## src/rtl/vram_arbiter_if.sv

```systemverilog
// Request/response bundle between the video fetch path, the CPU bridge and the VRAM macro.
// The arbiter takes the slave view; requesters and the RAM model take the master view.
interface vram_arbiter_if #(
  parameter int AW = 16,
  parameter int DW = 8
);
  logic          vid_req_i;
  logic [AW-1:0] vid_addr_i;
  logic          vid_ack_o;
  logic [DW-1:0] vid_data_o;

  logic          cpu_req_i;
  logic          cpu_we_i;
  logic [AW-1:0] cpu_addr_i;
  logic [DW-1:0] cpu_wdata_i;
  logic          cpu_ack_o;
  logic [DW-1:0] cpu_rdata_o;

  logic [AW-1:0] ram_addr_o;
  logic          ram_we_o;
  logic [DW-1:0] ram_wdata_o;
  logic [DW-1:0] ram_rdata_i;

  logic          busy_o;

  modport slave (
    input  vid_req_i, vid_addr_i,
    input  cpu_req_i, cpu_we_i, cpu_addr_i, cpu_wdata_i,
    input  ram_rdata_i,
    output vid_ack_o, vid_data_o,
    output cpu_ack_o, cpu_rdata_o,
    output ram_addr_o, ram_we_o, ram_wdata_o,
    output busy_o
  );

  modport master (
    output vid_req_i, vid_addr_i,
    output cpu_req_i, cpu_we_i, cpu_addr_i, cpu_wdata_i,
    output ram_rdata_i,
    input  vid_ack_o, vid_data_o,
    input  cpu_ack_o, cpu_rdata_o,
    input  ram_addr_o, ram_we_o, ram_wdata_o,
    input  busy_o
  );
endinterface

```

## src/rtl/vram_arbiter.sv

```systemverilog
// Two-requester arbiter for a single-port synchronous VRAM: video reads have priority,
// and every completed access hands the next slot to the other side if it is waiting.
module vram_arbiter #(
  parameter int AW = 16,
  parameter int DW = 8
) (
  input  logic          clk_i,
  input  logic          reset_n_i,
  vram_arbiter_if.slave bus
);

  typedef enum logic [2:0] {
    IDLE    = 3'd0,
    V_ISSUE = 3'd1,
    V_DONE  = 3'd2,
    C_ISSUE = 3'd3,
    C_DONE  = 3'd4
  } state_t;

  state_t        r_state;
  logic [AW-1:0] r_ram_addr;
  logic          r_ram_we;
  logic [DW-1:0] r_ram_wdata;
  logic          r_vid_ack;
  logic          r_cpu_ack;
  logic          r_busy;

  // Acks and busy are registered alongside the state so they line up exactly with it.
  always_ff @(posedge clk_i or negedge reset_n_i) begin
    if (!reset_n_i) begin
      r_state     <= IDLE;
      r_ram_addr  <= '0;
      r_ram_we    <= 1'b0;
      r_ram_wdata <= '0;
      r_vid_ack   <= 1'b0;
      r_cpu_ack   <= 1'b0;
      r_busy      <= 1'b0;
    end else begin
      r_vid_ack <= 1'b0;
      r_cpu_ack <= 1'b0;
      case (r_state)
        IDLE: begin
          if (bus.vid_req_i) begin
            r_state    <= V_ISSUE;
            r_ram_addr <= bus.vid_addr_i;
            r_ram_we   <= 1'b0;
            r_busy     <= 1'b1;
          end else if (bus.cpu_req_i) begin
            r_state     <= C_ISSUE;
            r_ram_addr  <= bus.cpu_addr_i;
            r_ram_we    <= bus.cpu_we_i;
            r_ram_wdata <= bus.cpu_wdata_i;
            r_busy      <= 1'b1;
          end else begin
            r_busy <= 1'b0;
          end
        end
        V_ISSUE: begin
          r_state   <= V_DONE;
          r_vid_ack <= 1'b1;
        end
        // The video request is still held here, so only the CPU can win this slot.
        V_DONE: begin
          if (bus.cpu_req_i) begin
            r_state     <= C_ISSUE;
            r_ram_addr  <= bus.cpu_addr_i;
            r_ram_we    <= bus.cpu_we_i;
            r_ram_wdata <= bus.cpu_wdata_i;
          end else begin
            r_state <= IDLE;
            r_busy  <= 1'b0;
          end
        end
        C_ISSUE: begin
          r_state   <= C_DONE;
          r_ram_we  <= 1'b0;
          r_cpu_ack <= 1'b1;
        end
        C_DONE: begin
          if (bus.vid_req_i) begin
            r_state    <= V_ISSUE;
            r_ram_addr <= bus.vid_addr_i;
            r_ram_we   <= 1'b0;
          end else begin
            r_state <= IDLE;
            r_busy  <= 1'b0;
          end
        end
        default: begin
          r_state  <= IDLE;
          r_ram_we <= 1'b0;
          r_busy   <= 1'b0;
        end
      endcase
    end
  end

  assign bus.ram_addr_o  = r_ram_addr;
  assign bus.ram_we_o    = r_ram_we;
  assign bus.ram_wdata_o = r_ram_wdata;
  assign bus.vid_ack_o   = r_vid_ack;
  assign bus.cpu_ack_o   = r_cpu_ack;
  assign bus.busy_o      = r_busy;

  // Read data is only meaningful while the matching ack is high.
  assign bus.vid_data_o  = bus.ram_rdata_i;
  assign bus.cpu_rdata_o = bus.ram_rdata_i;

endmodule

```

## src/flat_wrapper.sv

```systemverilog
// flat-port wrapper written by rule: the top's interface ports become plain ports
module vram_arbiter_flat 
#(
  parameter int AW = 16,
  parameter int DW = 8
)
  (clk_i, reset_n_i, bus_vid_req_i, bus_vid_addr_i, bus_cpu_req_i, bus_cpu_we_i, bus_cpu_addr_i, bus_cpu_wdata_i, bus_ram_rdata_i, bus_vid_ack_o, bus_vid_data_o, bus_cpu_ack_o, bus_cpu_rdata_o, bus_ram_addr_o, bus_ram_we_o, bus_ram_wdata_o, bus_busy_o);
  vram_arbiter_if #(.AW(AW), .DW(DW)) bus_i ();
  input  logic clk_i;
  input  logic reset_n_i;
  input wire logic [$bits(bus_i.vid_req_i)-1:0] bus_vid_req_i;
  input wire logic [$bits(bus_i.vid_addr_i)-1:0] bus_vid_addr_i;
  input wire logic [$bits(bus_i.cpu_req_i)-1:0] bus_cpu_req_i;
  input wire logic [$bits(bus_i.cpu_we_i)-1:0] bus_cpu_we_i;
  input wire logic [$bits(bus_i.cpu_addr_i)-1:0] bus_cpu_addr_i;
  input wire logic [$bits(bus_i.cpu_wdata_i)-1:0] bus_cpu_wdata_i;
  input wire logic [$bits(bus_i.ram_rdata_i)-1:0] bus_ram_rdata_i;
  output wire logic [$bits(bus_i.vid_ack_o)-1:0] bus_vid_ack_o;
  output wire logic [$bits(bus_i.vid_data_o)-1:0] bus_vid_data_o;
  output wire logic [$bits(bus_i.cpu_ack_o)-1:0] bus_cpu_ack_o;
  output wire logic [$bits(bus_i.cpu_rdata_o)-1:0] bus_cpu_rdata_o;
  output wire logic [$bits(bus_i.ram_addr_o)-1:0] bus_ram_addr_o;
  output wire logic [$bits(bus_i.ram_we_o)-1:0] bus_ram_we_o;
  output wire logic [$bits(bus_i.ram_wdata_o)-1:0] bus_ram_wdata_o;
  output wire logic [$bits(bus_i.busy_o)-1:0] bus_busy_o;
  assign bus_i.vid_req_i = bus_vid_req_i;
  assign bus_i.vid_addr_i = bus_vid_addr_i;
  assign bus_i.cpu_req_i = bus_cpu_req_i;
  assign bus_i.cpu_we_i = bus_cpu_we_i;
  assign bus_i.cpu_addr_i = bus_cpu_addr_i;
  assign bus_i.cpu_wdata_i = bus_cpu_wdata_i;
  assign bus_i.ram_rdata_i = bus_ram_rdata_i;
  assign bus_vid_ack_o = bus_i.vid_ack_o;
  assign bus_vid_data_o = bus_i.vid_data_o;
  assign bus_cpu_ack_o = bus_i.cpu_ack_o;
  assign bus_cpu_rdata_o = bus_i.cpu_rdata_o;
  assign bus_ram_addr_o = bus_i.ram_addr_o;
  assign bus_ram_we_o = bus_i.ram_we_o;
  assign bus_ram_wdata_o = bus_i.ram_wdata_o;
  assign bus_busy_o = bus_i.busy_o;
  vram_arbiter #(.AW(AW), .DW(DW)) u_core (.clk_i(clk_i), .reset_n_i(reset_n_i), .bus(bus_i));
endmodule
```

## config.mk

```make
export PLATFORM = sky130hd
export DESIGN_NAME = vram_arbiter_flat
export DESIGN_NICKNAME = d
export VERILOG_FILES = /design/src/rtl/vram_arbiter_if.sv /design/src/rtl/vram_arbiter.sv /design/src/flat_wrapper.sv
export SDC_FILE = /design/constraint.sdc
export NUM_CORES = 1
export LEC_CHECK = 0
export BUFFER_PORTS_ARGS = -buffer_cell sky130_fd_sc_hd__buf_4
export CAP_MARGIN = 20
export CORE_AREA = 2 2 68 70
export CTS_BUF_LIST = sky130_fd_sc_hd__clkbuf_16
export CTS_CLUSTER_SIZE = 12
export DETAILED_ROUTE_END_ITERATION = 7
export DIE_AREA = 0 0 70 72
export PLACE_DENSITY = 0.83
export SYNTH_ARGS = -nofsm -noshare
export SYNTH_HDL_FRONTEND = slang
export SYNTH_SLANG_ARGS = --single-unit
```

## constraint.sdc

```tcl
create_clock -name clk_i -period 2.23 [get_ports clk_i]
set_input_delay 0.1115 -clock clk_i [delete_from_list [all_inputs] [get_ports clk_i]]
set_output_delay 0.1115 -clock clk_i [all_outputs]
set_load 0.02 [all_outputs]
```

==> impl_summary.log, run 1 <==
INFO  metric result_of_the_run = completed
INFO  metric layout.cells.most_common_list = buf_4 (75), dfrtp_1 (31), mux2_2 (25)
INFO  metric grt_start_max_net_pins = 32
INFO  metric row_count = 24
INFO  metric min_period_over_period = between 80% and 90%
INFO  metric synth_simple_gate_area_share = under 10%
INFO  metric final.setup.worst_slack = approximately 350 ps
INFO  metric clock_tree.root_cell = clkbuf_16
INFO  metric fp.dieH = 72 um
INFO  metric totalNegativeSetupSlack = 0 ps
INFO  metric grt.total_usage = 19.4%
INFO  metric placeable_area = 0.00426 sq mm
INFO  metric overflow = 0
INFO  metric detail_route.first_pass.iterations = 4
INFO  metric number_of_design_rule_violations_left_by_the_first_detailed_router_iteration = 91
INFO  metric ys.warnings.count = 0
INFO  metric path_delay_family = compound AO/OA/AOI/OAI gates
INFO  metric num-nets-final = ~290
INFO  metric synth_sequential_area_ratio = 37.3%
INFO  metric slew_headroom = a little under two fifths
INFO  metric swShare = between 40% and 50%
INFO  metric hold_path.class = input pin to flip-flop
INFO  metric ir_worst_vdd = 620 uV
INFO  metric finalCriticalPeriod = 1880 ps
INFO  metric p_int = between 2 and 2.5 mW
INFO  metric clk-insertion-delay-late = between 200 and 300 ps
INFO  metric worst_path_largest_cell_delay = 740 ps
INFO  metric cts_inserted_buffers = 5
INFO  metric syn-instance-count = 182
INFO  metric dieArea = about 0.0050 sq mm
INFO  metric worst-path-max-fanout = 15
INFO  metric number_of_nets_produced_by_synthesis = between 200 and 250
INFO  metric share_of_the_synthesized_area_in_the_top_cell_type = 37.3%
INFO  metric crit_path_cell_chain = xnor2_1 -> o21ai_2 -> o221ai_1
INFO  metric cts.repair_timing.setup_buffer_count = 0
INFO  metric grt_setup_unrepaired = false
INFO  metric critical-path-slowest-cell = o21ai_2
INFO  metric final_antenna_net_count = 0
INFO  metric cp_num_buf_inv = 0
INFO  metric finClkSkew = 1.19 ps
INFO  metric yosys.area.top_type = dfrtp_1
INFO  metric timing_hold_violations_final = 0
INFO  metric switchingPower = about 1.7 mW
INFO  metric worst-slew-pin-transition = around 930 ps
INFO  metric clock_sinks = 31
INFO  metric power.sequential.fraction = between 20 and 30%
INFO  metric antenna_found_initial = 0
INFO  metric synth.cell_area = roughly 0.0021 sq mm
INFO  metric synth_top_family_by_area = multiplexers
INFO  metric mostFrequentLayoutCell = buf_4
INFO  metric route.detailed.vias_per_inst = ~6
INFO  metric compound_cell_area_share_of_the_yosys_netlist = 20.8%
INFO  metric place_congestion = 0.718
INFO  metric placedCellCount = approximately 280
INFO  metric final_setup_fails = 0
INFO  metric fp.dieW = around 70 um
INFO  metric first_pass_grt_wire_length = ~7.9 mm
INFO  metric hpwlAfterDp = approximately 3.3 mm
INFO  metric syn2layout_area_growth = 25.2%
INFO  metric fmax = ~0.53 GHz
INFO  metric share_comb_of_total_power = 55.7%
INFO  metric clk_pin_slew = around 50 ps
INFO  metric fin_hold_ws = between 60 and 70 ps
INFO  metric ios = a little under 100
INFO  metric synth_xor_area_share = less than 1%
INFO  metric worstSetupStartpointType = flip-flop
INFO  metric synth_top_cells_by_area = dfrtp_1 (37%), mux2_2 (14%), o221ai_2 (8.0%)
INFO  metric drc = 0
INFO  metric power_frac_clock = ~16%
INFO  metric power_density = ~1500 mW/mm^2
INFO  metric placement.setup.worst_slack = between 300 and 400 ps
INFO  metric worst_ep_required_time = ~2300 ps
INFO  metric rrSetupSlack = between 300 and 400 ps
INFO  metric worst-setup-path-type = flip-flop to flip-flop
INFO  metric vias = between 1.5k and 2k
INFO  metric h-tree-depth = 2
INFO  metric synth_seq_cells = 31
INFO  metric maxcap_violations = 0
INFO  metric cts_buffer_depth = 2
INFO  metric synth_fa_ha_area_share = 0%
INFO  metric routed_wl = 4.79 mm
INFO  metric io_buffer_count = 72
INFO  metric synth.distinct_cells = 31
INFO  metric wl_per_cell = ~17 um
INFO  metric p_leak = 1.17 nW
INFO  metric post_layout_nonfiller_instances = ~280
INFO  metric timing.final.max_slew_violations = 0
INFO  metric crit_arrival = 1990 ps
INFO  metric drive_gt1_share = between 50% and 60%
INFO  metric antenna_cells = 0
INFO  metric first_global_vias = 1645
INFO  metric syn_avg_cell_area = between 10 and 15 sq um
INFO  metric tritoncts = built
INFO  metric start_util = about half
INFO  metric timing.critical_path.to_type = flip-flop
INFO  metric yosys-mux-area-fraction = a little over a fifth
[metrics by stage]
| stage | area [sq um] | utilization [%] | power [mW] |
|---|---|---|---|
| after floorplan | 2080 | - | 2.70 |
| after global placement | 2460 | 57.7 | 3.20 |
| after detailed placement | 2460 | 57.7 | 3.25 |
| after CTS | 2600 | 61.0 | 3.87 |
| after global routing | 2600 | 61.0 | 4.10 |
| final | 2600 | 61.0 | 3.85 |
[flip-flops by register name, indices dropped and copies added (netlist names)]
signal and count:
u_core.bus.ram_addr_o 16, u_core.bus.ram_wdata_o 8, u_core.bus.busy_o 1, u_core.bus.ram_we_o 1, u_core.bus.cpu_ack_o 1, u_core.r_state 3, u_core.bus.vid_ack_o 1
[power groups by stage]
stage / combinational [mW] / sequential, mW / clock (mW)
2_1_floorplan: 1.42 / 1.29 / 0
3_3_place_gp: 2.12 / 1.09 / 0
3_5_place_dp: 2.15 / 1.10 / 0
4_1_cts: 2.16 / 1.10 / 0.617
5_1_grt: 2.32 / 1.14 / 0.638
6_report: 2.15 / 1.10 / 0.608
[logic make-up after synthesis]
kind of cell,count (synthesis)
and+or+nand+nor,31
xor gates and xnor gates,1
AOI/OAI and AO/OA,44
DFF,31
muxes,41
buffers and inverters,34
[final cells by class]
type	instances	area, sq um
multi-input cells	117	1050
flip-flops and latches	31	776
inverters	2	7.51
repair buffers	76	573
fillers	366	1660
well taps	52	65.1
clock buffers	5	125
clock inverters	1	3.75
[worst paths after layout]
kind	start	end	cells past startpoint
worst max-delay path	u_core.r_state[2]$_DFFE_PN0P_	u_core.bus.ram_addr_o[14]$_DFFE_PN0P_	3
worst min-delay path	bus_cpu_wdata_i[7]	u_core.bus.ram_wdata_o[7]$_DFFE_PN0P_	2
worst max register to register	u_core.r_state[2]$_DFFE_PN0P_	u_core.bus.ram_addr_o[14]$_DFFE_PN0P_	3
worst min register to register	u_core.bus.ram_wdata_o[4]$_DFFE_PN0P_	u_core.bus.ram_wdata_o[4]$_DFFE_PN0P_	1
max in group asynchronous	reset_n_i	u_core.bus.ram_addr_o[7]$_DFFE_PN0P_	2
min in group asynchronous	reset_n_i	u_core.bus.cpu_ack_o$_DFF_PN0_	2
[Yosys cell counts, drive strengths merged]
library cell,count
mux2i,16
nor3,1
dfrtp,31
inv,2
o221ai,16
o21ai,4
a31o,1
nand3,1
a21o,1
nor2,3
a211oi,1
a21oi,5
nor3b,2
a32oi,15
nand2,20
clkbuf,2
o32ai,1
and3,2
buf,30
nand2b,2
xnor2,1
mux2,25
[worst register-to-register path, delay by kind of cell (launching register included)]
kind | cells | cell delay [ps]
AO/OA/AOI/OAI | 2 | 980
flip-flops | 1 | 580
XOR/XNOR | 1 | 150
[timing repair]
action | CTS | global route
gates resized for setup | 0 | 0
endpoints found under the hold margin | 31 | 0
hold buffers | 1 | 0
[routing by layer]
metal | share of wire [%] | GRT usage [%]
met5 | 0 | 0
met1 | 43 | 24.8
met2 | 50 | 33.2
met4 | 0.52 | 5.98
met3 | 6.8 | 4.31
Note: power is estimated with default switching activity, not from simulation.
==> run 2: changes to the inputs <==
- CORE_AREA: 2 2 68 70 -> 2 2 70 72
- DIE_AREA: 0 0 70 72 -> 0 0 72 74
- PLACE_DENSITY: 0.83 -> 0.79
- clock period: 2.23 -> 1.79 ns (I/O delays scaled with it)
==> run 2 against run 1 <==
  * Non-clock buffer count grew 7
  * Clock power rose by 28%
  * Clock-buffer cell count unchanged
  * Flip-flop and latch count is the same
  * Design area grew 2.7%
  * Global-route usage is 0.36 points lower
  * Register-to-register slack got worse by 120 ps
  * Critical endpoint is now u_core.bus.ram_wdata_o[2]$_DFFE_PN0P_
  * Highest routed layer unchanged
==> impl_summary.log, run 2 (same netlist as run 1, synthesis figures left out) <==
INFO  metric start_util = 45.2% (-3.5 points)
INFO  metric clock_tree.root_cell = clkbuf_16
INFO  metric number_of_design_rule_violations_left_by_the_first_detailed_router_iteration = 81 (-11%)
INFO  metric mostFrequentLayoutCell = buf_4
INFO  metric post_layout_nonfiller_instances = 295 (+3.9%)
INFO  metric clk_pin_slew = 50 ps (about the same)
INFO  metric hpwlAfterDp = 3.39 mm (+4.1%)
INFO  metric finalCriticalPeriod = 1550 ps (-322 ps)
INFO  metric tritoncts = built
INFO  metric layout.cells.most_common_list = buf_4 (82), dfrtp_1 (31), mux2_2 (25)
INFO  metric vias = 1667 (+0.12%)
INFO  metric hold_path.class = input pin to flip-flop
INFO  metric io_buffer_count = 72 (unchanged)
INFO  metric cts_inserted_buffers = 5 (unchanged)
INFO  metric worst-slew-pin-transition = 638 ps (-289 ps)
INFO  metric largest_reg_flops = 16 (unchanged)
INFO  metric finClkSkew = 4.24 ps (+3.05 ps)
INFO  metric cts_buffer_depth = 2 (unchanged)
INFO  metric cts.repair_timing.setup_buffer_count = 0 (unchanged)
INFO  metric totalNegativeSetupSlack = 0 ps (unchanged)
INFO  metric detail_route.first_pass.iterations = 4 (unchanged)
INFO  metric multi_input_comb_area = 0.00106 sq mm (+0.71%)
INFO  metric clk-insertion-delay-late = 270 ps (about the same)
INFO  metric worst_ep_required_time = 1940 ps (-400 ps)
INFO  metric seq_area = 776 sq um (unchanged)
INFO  metric critical-path-slowest-cell = dfrtp_1
INFO  metric row_count = 25 (+4.2%)
INFO  metric power_density = 1880 mW/mm^2 (+27%)
INFO  metric grt_setup_unrepaired = false
INFO  metric final_setup_fails = 0 (unchanged)
INFO  metric ios = 97 (unchanged)
INFO  metric timing_hold_violations_final = 0 (unchanged)
INFO  metric route.detailed.vias_per_inst = 5.65 (-3.6%)
INFO  metric drive_gt1_share = 54.4% (+1.3 points)
INFO  metric timing.final.max_slew_violations = 0 (unchanged)
INFO  metric h-tree-depth = 2 (unchanged)
INFO  metric worst-path-max-fanout = 8 (-7)
INFO  metric final_antenna_net_count = 0 (unchanged)
INFO  metric worst_path_largest_cell_delay = 430 ps (-310 ps)
INFO  metric wl_per_cell = 17.1 um (+1.4%)
INFO  metric routed_wl = 5.04 mm (+5.3%)
INFO  metric worstSetupStartpointType = flip-flop
INFO  metric result_of_the_run = completed
INFO  metric antenna_cells = 0 (unchanged)
INFO  metric fp.dieH = 74 um (+2.8%)
INFO  metric swShare = 43.4% (+0.19 points)
INFO  metric syn2layout_area_growth = 28.7%
INFO  metric antenna_found_initial = 0 (unchanged)
INFO  metric fp.dieW = 72 um (+2.9%)
INFO  metric overflow = 0 (unchanged)
INFO  metric p_int = 2.84 mW (+30%)
INFO  metric power.sequential.fraction = 25.7% (-2.8 points)
INFO  metric maxcap_violations = 0 (unchanged)
INFO  metric switchingPower = 2.18 mW (+31%)
INFO  metric drc = 0 (unchanged)
INFO  metric crit_arrival = 1710 ps (-280 ps)
INFO  metric placedCellCount = 286 (+3.2%)
INFO  metric worst-setup-path-type = flip-flop to flip-flop
INFO  metric nFillCells = 385 (+5.2%)
INFO  metric power_frac_clock = 15.6% (-0.2 points)
INFO  metric placeable_area = 0.00460 sq mm (+7.8%)
INFO  metric slew_headroom = 57.3% (+19 points)
INFO  metric timing.critical_path.to_type = flip-flop
INFO  metric first_pass_grt_wire_length = 7.87 mm (-0.87%)
INFO  metric fmax = 0.643 GHz (+21%)
INFO  metric clock_sinks = 31 (unchanged)
INFO  metric p_leak = 1.22 nW (+3.8%)
INFO  metric min_period_over_period = 86.9% (+2.7 points)
INFO  metric ir_worst_vdd = 919 uV (+48%)
INFO  metric grt_start_max_net_pins = 32 (unchanged)
INFO  metric share_comb_of_total_power = 58.7% (+3.0 points)
INFO  metric crit_path_cell_chain = buf_4 -> nor2_4 -> nand3_2 -> mux2_2
INFO  metric num-nets-final = 293 (+2.4%)
INFO  metric first_global_vias = 1676 (+1.9%)
INFO  metric dieArea = 0.00533 sq mm (+5.7%)
INFO  metric place_congestion = 0.750 (+4.4%)
INFO  metric grt.total_usage = 19.0% (-0.36 points)
==> run 2: changes by cell type in the layout (fill, tap and decap cells not counted), sizes merged <==
cell / before / now
buf: 75 / 82
inv: 3 / 4
clkinv: 0 / 1
==> run 2: what timing repair did <==
action	in CTS	in global routing
hold endpoints to repair	31	0
gates resized for setup	0	1
setup endpoints to repair	0	5
hold buffers	1	0
==> run 2: critical path, delay by kind of cell (launching register included) <==
kind          cells  cell delay, ps
mux               1             350
flops             1             430
simple gates      2             460
buf+inv           1             190
==> run 2: power by group through the flow <==
stage	Sequential [mW]	Clock, mW	Combinational (mW)
after floorplan	1.60	0	1.76
after global placement	1.28	0	2.84
after detailed placement	1.29	0	2.90
after CTS	1.29	0.797	2.92
after global routing	1.34	0.825	3.17
final	1.29	0.781	2.95
==> run 2: per-stage QoR <==
stage / area [sq um] / setup WS (ps) / util, % / power, mW / hold WS [ps]
5_1_grt: 2670 / 154 / 58.1 / 5.33 / 44.7
6_report: 2670 / 235 / 58.1 / 5.02 / 49.4
4_1_cts: 2670 / 44.1 / 58.0 / 5.01 / 46.0
3_5_place_dp: 2520 / 70.5 / 54.7 / 4.19 / 47.2
3_3_place_gp: 2520 / 104 / 54.7 / 4.12 / 47.5
2_1_floorplan: 2080 / 422 / - / 3.37 / -206
==> run 2: area by class of cell <==
cell class / instances / share of cell area, %
repair buffers: 83 / 23.4
multi-input cells: 117 / 39.6
clock buffers: 5 / 4.68
well taps: 54 / 2.53
clock inverters: 3 / 0.468
inverters: 2 / 0.281
flip-flops and latches: 31 / 29.0
==> run 2: final timing paths <==
path / slack, ps / startpoint / cells after the start / endpoint
setup / recovery: 240 / u_core.r_state[0]$_DFFE_PN0P_ / 4 / u_core.bus.ram_wdata_o[2]$_DFFE_PN0P_
hold / removal: 50 / bus_cpu_wdata_i[7] / 2 / u_core.bus.ram_wdata_o[7]$_DFFE_PN0P_
setup reg to reg: 240 / u_core.r_state[0]$_DFFE_PN0P_ / 4 / u_core.bus.ram_wdata_o[2]$_DFFE_PN0P_
hold reg to reg: 510 / u_core.bus.ram_wdata_o[3]$_DFFE_PN0P_ / 1 / u_core.bus.ram_wdata_o[3]$_DFFE_PN0P_
max in group asynchronous: 1210 / reset_n_i / 2 / u_core.bus.ram_we_o$_DFFE_PN0P_
min in group asynchronous: 290 / reset_n_i / 2 / u_core.bus.ram_addr_o[11]$_DFFE_PN0P_
==> run 2: routing by layer <==
layer	up-vias	share of wire (%)	track usage, %
met3	4	6.3	4.47
li1	798	-	-
met5	-	0	0
met2	57	51	33.5
met4	0	0.65	5.45
met1	808	42	23.5
